`config.mk`:
```
export PLATFORM = sky130hd
export DESIGN_NAME = fetch_queue
export DESIGN_NICKNAME = d
export VERILOG_FILES = /design/src/rtl/risc_pkg.sv /design/src/rtl/fetch_ptr.sv /design/src/rtl/fetch_queue.sv
export SDC_FILE = /design/constraint.sdc
export NUM_CORES = 1
export LEC_CHECK = 0
export ABC_CLOCK_PERIOD_IN_PS = 2860
export CAP_MARGIN = 20
export CORE_MARGIN = 5
export CORE_UTILIZATION = 50
export CTS_CLUSTER_SIZE = 14
export DETAILED_ROUTE_END_ITERATION = 12
export HOLD_SLACK_MARGIN = 0.12
export PLACE_DENSITY = 0.76
export SLEW_MARGIN = 20
export SYNTH_ARGS = -nofsm -noshare
export SYNTH_HDL_FRONTEND = slang
export SYNTH_SLANG_ARGS = --single-unit
```
`constraint.sdc`:
```
create_clock -name clk -period 2.86 [get_ports clk]
set_clock_uncertainty 0.05 [all_clocks]
set_input_delay 0.286 -clock clk [delete_from_list [all_inputs] [get_ports clk]]
set_output_delay 0.286 -clock clk [all_outputs]
set_load 0.02 [all_outputs]
```
`src/rtl/risc_pkg.sv`:
```
// rtl/risc_pkg.sv - shared core types: XLEN and the fetch-queue entry
package risc_pkg;

   localparam int XLEN = 32;

   typedef struct packed {
      logic [XLEN-1:0] pc;
      logic [XLEN-1:0] inst;
      logic            filled;
   } fetch_entry_t;

endpackage

```
`src/rtl/fetch_ptr.sv`:
```
// rtl/fetch_ptr.sv - wrap-around queue pointer with flush clear
module fetch_ptr #(
   parameter int DEPTH = 4
) (
   input  logic                     clk,
   input  logic                     nrst,
   input  logic                     clr,
   input  logic                     inc,
   output logic [$clog2(DEPTH)-1:0] ptr
);

   localparam int PW = $clog2(DEPTH);

   logic [PW-1:0] ptr_q;
   logic [PW-1:0] ptr_d;

   // DEPTH is a power of two, so the natural overflow is the wrap
   always_comb begin
      ptr_d = ptr_q;
      if (clr) begin
         ptr_d = '0;
      end else if (inc) begin
         ptr_d = ptr_q + PW'(1);
      end
   end

   always_ff @(posedge clk) begin
      if (!nrst) begin
         ptr_q <= '0;
      end else begin
         ptr_q <= ptr_d;
      end
   end

   assign ptr = ptr_q;

endmodule

```
`src/rtl/fetch_queue.sv`:
```
// rtl/fetch_queue.sv - instruction fetch queue between PC, imem and decode
module fetch_queue
   import risc_pkg::*;
#(
   parameter int DEPTH = 4
) (
   input  logic            clk,
   input  logic            nrst,
   input  logic [XLEN-1:0] pc_in,
   input  logic            redirect,
   output logic            pc_stall,
   output logic            imem_req_valid,
   output logic [XLEN-1:0] imem_req_addr,
   input  logic            imem_req_ready,
   input  logic            imem_rsp_valid,
   input  logic [XLEN-1:0] imem_rsp_data,
   output logic            inst_valid,
   output logic [XLEN-1:0] inst_data,
   output logic [XLEN-1:0] inst_pc,
   input  logic            inst_ready
);

   localparam int PW = $clog2(DEPTH);
   localparam int CW = PW + 1;

   fetch_entry_t entries_q [DEPTH];
   fetch_entry_t entries_d [DEPTH];

   logic [CW-1:0] occ_q, occ_d;
   logic [CW-1:0] unfilled_q, unfilled_d;
   logic [CW-1:0] drop_cnt_q, drop_cnt_d;

   logic [PW-1:0] head, tail, fill_ptr;
   logic          req_fire, pop, rsp_fill, rsp_drop;

   assign imem_req_valid = nrst & ~redirect & (occ_q < CW'(DEPTH)) & (drop_cnt_q == '0);
   assign imem_req_addr  = pc_in;
   assign req_fire       = imem_req_valid & imem_req_ready;
   assign pc_stall       = ~req_fire & ~redirect;

   assign inst_valid = nrst & entries_q[head].filled;
   assign inst_data  = entries_q[head].inst;
   assign inst_pc    = entries_q[head].pc;
   assign pop        = inst_valid & inst_ready & ~redirect;

   // Responses return in order, so the oldest unfilled entry is tracked by its own pointer
   assign rsp_fill = imem_rsp_valid & (drop_cnt_q == '0) & ~redirect & (unfilled_q != '0);
   assign rsp_drop = imem_rsp_valid & (drop_cnt_q != '0);

   fetch_ptr #(.DEPTH(DEPTH)) u_head_ptr (
      .clk  (clk),
      .nrst (nrst),
      .clr  (redirect),
      .inc  (pop),
      .ptr  (head)
   );

   fetch_ptr #(.DEPTH(DEPTH)) u_tail_ptr (
      .clk  (clk),
      .nrst (nrst),
      .clr  (redirect),
      .inc  (req_fire),
      .ptr  (tail)
   );

   fetch_ptr #(.DEPTH(DEPTH)) u_fill_ptr (
      .clk  (clk),
      .nrst (nrst),
      .clr  (redirect),
      .inc  (rsp_fill),
      .ptr  (fill_ptr)
   );

   always_comb begin
      entries_d  = entries_q;
      occ_d      = occ_q + CW'(req_fire) - CW'(pop);
      unfilled_d = unfilled_q + CW'(req_fire) - CW'(rsp_fill);
      drop_cnt_d = drop_cnt_q - CW'(rsp_drop);

      if (req_fire) begin
         entries_d[tail] = '{pc: pc_in, inst: '0, filled: 1'b0};
      end
      if (rsp_fill) begin
         entries_d[fill_ptr].inst   = imem_rsp_data;
         entries_d[fill_ptr].filled = 1'b1;
      end
      if (pop) begin
         entries_d[head].filled = 1'b0;
      end

      // Every request still in flight must be swallowed; a same-cycle response is one of them
      if (redirect) begin
         for (int i = 0; i < DEPTH; i++) begin
            entries_d[i].filled = 1'b0;
         end
         occ_d      = '0;
         unfilled_d = '0;
         drop_cnt_d = drop_cnt_q + unfilled_q - CW'(imem_rsp_valid);
      end
   end

   always_ff @(posedge clk) begin
      if (!nrst) begin
         occ_q      <= '0;
         unfilled_q <= '0;
         drop_cnt_q <= '0;
         for (int i = 0; i < DEPTH; i++) begin
            entries_q[i].filled <= 1'b0;
         end
      end else begin
         occ_q      <= occ_d;
         unfilled_q <= unfilled_d;
         drop_cnt_q <= drop_cnt_d;
         entries_q  <= entries_d;
      end
   end

   rsp_has_owner: assert property (@(posedge clk) disable iff (!nrst)
      (imem_rsp_valid && drop_cnt_q == '0) |-> (unfilled_q != '0));

endmodule

```
Word-level counts from Yosys, hierarchy flattened
Cells that the tools add are included.

cells by class
  add/sub/neg operators = 10
  $lt $le $gt $ge = 7
  mux-type cells = 19
  bitwise logic cells = 18
  reduce and logical (&&, ||, !) cells = 7

operators by type and width
  operator               count
  $bwmux W260            4
  $mux W260              3
  $demux W65 S2          4
  $mux W65               3
  $bmux W65 S2           1
  $mux W33               1
  $and A1 B1 Y1          12
  $sub A3 B1 Y3          4
  $ge A3 B3 Y1 const B   3
  $lt A3 B1 Y1 const B   3
  $not A2 Y3             3
  $add A2 B1 Y2 const B  3
  $add A3 B1 Y3          2
  $reduce_bool A3 Y1     2
  $add A3 B3 Y3          1
  $logic_and A1 B1 Y1    3
  $logic_not A3 Y1       1
  $lt A3 B3 Y1 const B   1
  $mux W3                1
  $not A1 Y1             3
  $mux W1                2
  $reduce_or A2 Y1       1

word-level totals
  register bits = 275
  input bits = 70
  output and inout bits = 99
  word-level logic and storage cells = 79

Longest topological paths before layout
  depth in word-level cells = 12
  mapped depth = 13
  depth with buffers taken out = 10

By module
From an unflattened synthesis, not the netlist that was laid out.

second synthesis, totals
  cells, all modules = 816
  area total of the unflattened synthesis = 13,474.2 um^2

modules (own cells, without submodules)
  module       times used  cells an instance  area an instance (um^2)  seq. area each (um^2)
  fetch_queue  1           792                13,218.9                 7,947.6
  fetch_ptr    3           8                  85.1                     40.0

Worst setup path after synthesis
No wires, ideal clock.

  path kind = reg-to-reg
  start point = register u_tail_ptr.ptr_q[0], in the netlist u_tail_ptr.ptr[0]
  end point = register (tool-made name)
  setup time = 0.421 ns
  arrival time = 2.673 ns
  data required time = 2.389 ns
  setup slack = -0.285 ns
  cell stages (with the launch flop) = 6
  path buffers = 1
  clock period less this slack = 3.145 ns
  cells stage by stage = dfxtp_1 inv_1 ha_1 or4bb_1 clkbuf_1 nor2_1

RTL lines
  item                    RTL line         RTL
  from (decl)             fetch_ptr.sv:14  logic [PW-1:0] ptr_q;
  from (signal assigned)  fetch_ptr.sv:31  ptr_q <= ptr_d;

Final worst setup path
  start point = register u_head_ptr.ptr_q[0], in the netlist u_head_ptr.ptr[0]
  end point = output inst_data[5]

on the way
  word-level cells in the longest chain between the ends = 4

ends and longest elaborated chain
  item                              RTL line           RTL
  from (decl)                       fetch_ptr.sv:14
  from (signal assigned)            fetch_ptr.sv:31
  $not A2 Y3 (not written as such)  fetch_queue.sv:42  assign inst_data = entries_q[head].inst;
  $bmux W65 S2                      fetch_queue.sv:42
  $mux W65 (2 in a row)             -
  to (decl)                         fetch_queue.sv:18  output logic [XLEN-1:0] inst_data,

No other way between the ends. The select of a mux whose other input is x is not followed.

==> results <==
[per-stage QoR]
stage,cells,cell area (um^2)
2_1_floorplan,848,13100
3_3_place_gp,1295,15100
3_5_place_dp,1295,15100
4_1_cts,1348,16100
5_1_grt,1348,16100
6_report,1348,16100
[cell usage after synthesis (2+ instances only)]
cell / n
a221oi_1: 4
and2_1: 7
and3_1: 2
buf_1: 4
buf_2: 24
buf_4: 33
buf_6: 5
clkbuf_1: 27
dfxtp_1: 19
edfxtp_1: 256
fa_1: 3
ha_1: 21
inv_1: 50
mux2i_1: 134
mux4_2: 64
nand2_1: 15
nand2b_1: 3
nand4_2: 4
nand4bb_1: 2
nor2_1: 7
nor2b_1: 6
o211ai_1: 2
o21ai_0: 100
o21ai_1: 37
or3_1: 3
or4bb_1: 2
xnor2_1: 5
[cell type report]
| class | instances | share of cell area, % |
|---|---|---|
| repair buffers | 206 | 13.3 |
| inverters | 50 | 1.16 |
| clock inverters | 15 | 1.23 |
| multi-input cells | 430 | 26.9 |
| clock buffers | 37 | 4.68 |
| well taps | 335 | 2.60 |
| flip-flops and latches | 275 | 50.1 |
[per-layer routing]
layer / share of wire, % / GRT usage, %
met5: 0 / 0
met4: 1.7 / 4.41
met3: 6.1 / 3.42
met2: 50 / 32.6
met1: 42 / 26.8
[path summary, 6_finish.rpt]
kind | from | endpoint | cells after the start
setup reg to reg | drop_cnt_q[1] | unfilled_q[2] | 10
hold / removal | pc_in[19] | flip-flop | 1
setup / recovery | u_head_ptr.ptr[0] | inst_data[5] | 3
hold reg to reg | u_fill_ptr.ptr[0] | u_fill_ptr.ptr[0] | 2
[placed cells by master, fill, tap and decap left out, types with 8 or more instances in the layout]
cell type	n
buf_12	8
buf_4	29
clkbuf_1	8
clkbuf_16	29
clkdlybuf4s50_1	141
dfxtp_1	17
dlymetal6s2s_1	26
edfxtp_1	256
ha_1	21
inv_1	50
mux2i_1	134
mux4_2	64
nand2_1	15
o21ai_0	100
o21ai_1	37
[where the power goes]
group	switching (mW)	total (mW)	internal, mW	leakage (nW)
sequential	0.0705	4.66	4.59	2.57
combinational	0.580	1.05	0.466	3.45
clock	1.49	3.79	2.30	0.459
[cell families (layout without fill, tap and decap cells)]
kind of cell | Yosys count | after routing | synth area share [%]
AO/OA/AOI/OAI | 147 | 147 | 5.89
XOR/XNOR | 5 | 5 | 0.335
adder cells (fa/ha/maj) | 24 | 24 | 2.47
buffers and inverters | 143 | 308 | 5.57
flip-flops | 275 | 275 | 61.8
multiplexers | 198 | 198 | 21.3
AND/OR/NAND/NOR | 56 | 56 | 2.66
[what timing repair did]
action	4_1_cts	5_1_grt
hold endpoints to repair	3	0
hold buffers	1	0
endpoints found under the setup margin	0	36
gates resized for setup	0	27
==> metrics.txt <==
IO Count=169; share of the yosys chip area belonging to registers=61.8%; final setup fails=0; n_diodes=0; CP Cell Sequence=buf_4 -> mux4_2 -> clkdlybuf4s50_1; wire per inst=21.6 um; Slowest cell on crit path=mux4_2; Top FF cell, synth=edfxtp_1; # DRC=0; CTS max path bufs=3; relative slew slack=27.3%; RSZ-0062 raised after global routing=yes; slowest stage delay, CP=580 ps; final worst setup slack=66.2 ps; worst slew pin tran=1090 ps; Multi-input gate area=4350 um^2; CP endpoint kind=output pin; Final Core Density=62.3%; vias post-DR=7,746; Initial DRC Count=651; overall power=9.49 mW; Remaining Overflow, GRT=0; Post-synth EDFFs=256; Antenna Nets Post-Route=0; crit share post-route=97.7%; flops & latches, synth=275; status=finished, final reports clean; TNS Setup=0 ps; Yosys warning count=0; CP Max Fanout=18; drt first pass iters=6; FF+latch area=8080 um^2; die width=172 um; min-delay worst type=in -> reg; Synth Cell Area=13,100 um^2; CP required=2520 ps; Clock Latency Late Sink=540 ps; Num CTS Buffers=29; Area Overhead vs Synth=23.5%; VDD IR-drop max=0.503 mV; routed vias/inst=5.75; # port buffers=168; Clock Tree Root=clkbuf_16; ys async rst share=0%; R2R setup slack=250 ps; clk slew on worst S/H paths=60 ps; postcts setup bufs=0; Yosys cell types=36; Core Region=25,900 um^2; total global-route track usage=19.4%; die height=172 um; fmax=358 MHz; syn_nets=942; CTS tree=built; largest net degree at the start of global routing=83; initial antenna violation count=0; layout cells sized above 1=15.4%; die area=29,500 um^2; fin crit period=2790 ps; clock sink count=275; detailed placement HPWL=17,700 um; Hold Slack=365 ps; row cnt=59; Fillers=1,915; Mapped Cells=848; Crit path buffers/inverters=2; GPL Wtd Cong=0.758; Cell Pwr Density=588 nW/um^2; synthesized area per cell=15.4 um^2; post-synth top area share=58.9%; Max Cap Viol=0; pre-CTS setup slack=55.6 ps; H-tree depth=1; Lkg Pwr=6.47 nW; CP Launch Type=flip-flop; Crit path max-delay family=buffers and inverters; Yosys top cell by area=edfxtp_1; max-slew violations=0; final hold violation count=0; critical path data arrival time=2460 ps; worst setup path class=reg -> out; final WL=29,200 um; initial core utilization=50.4%; first-pass GRT wire length=45,300 um; final net count=1,086; ranking of synthesized cells by area=edfxtp_1 (59%), mux4_2 (11%), mux2i_1 (10%), o21ai_0 (3.8%), dfxtp_1 (2.9%); vias in the first global route=8,140
Power figures use the tool's default switching activity.
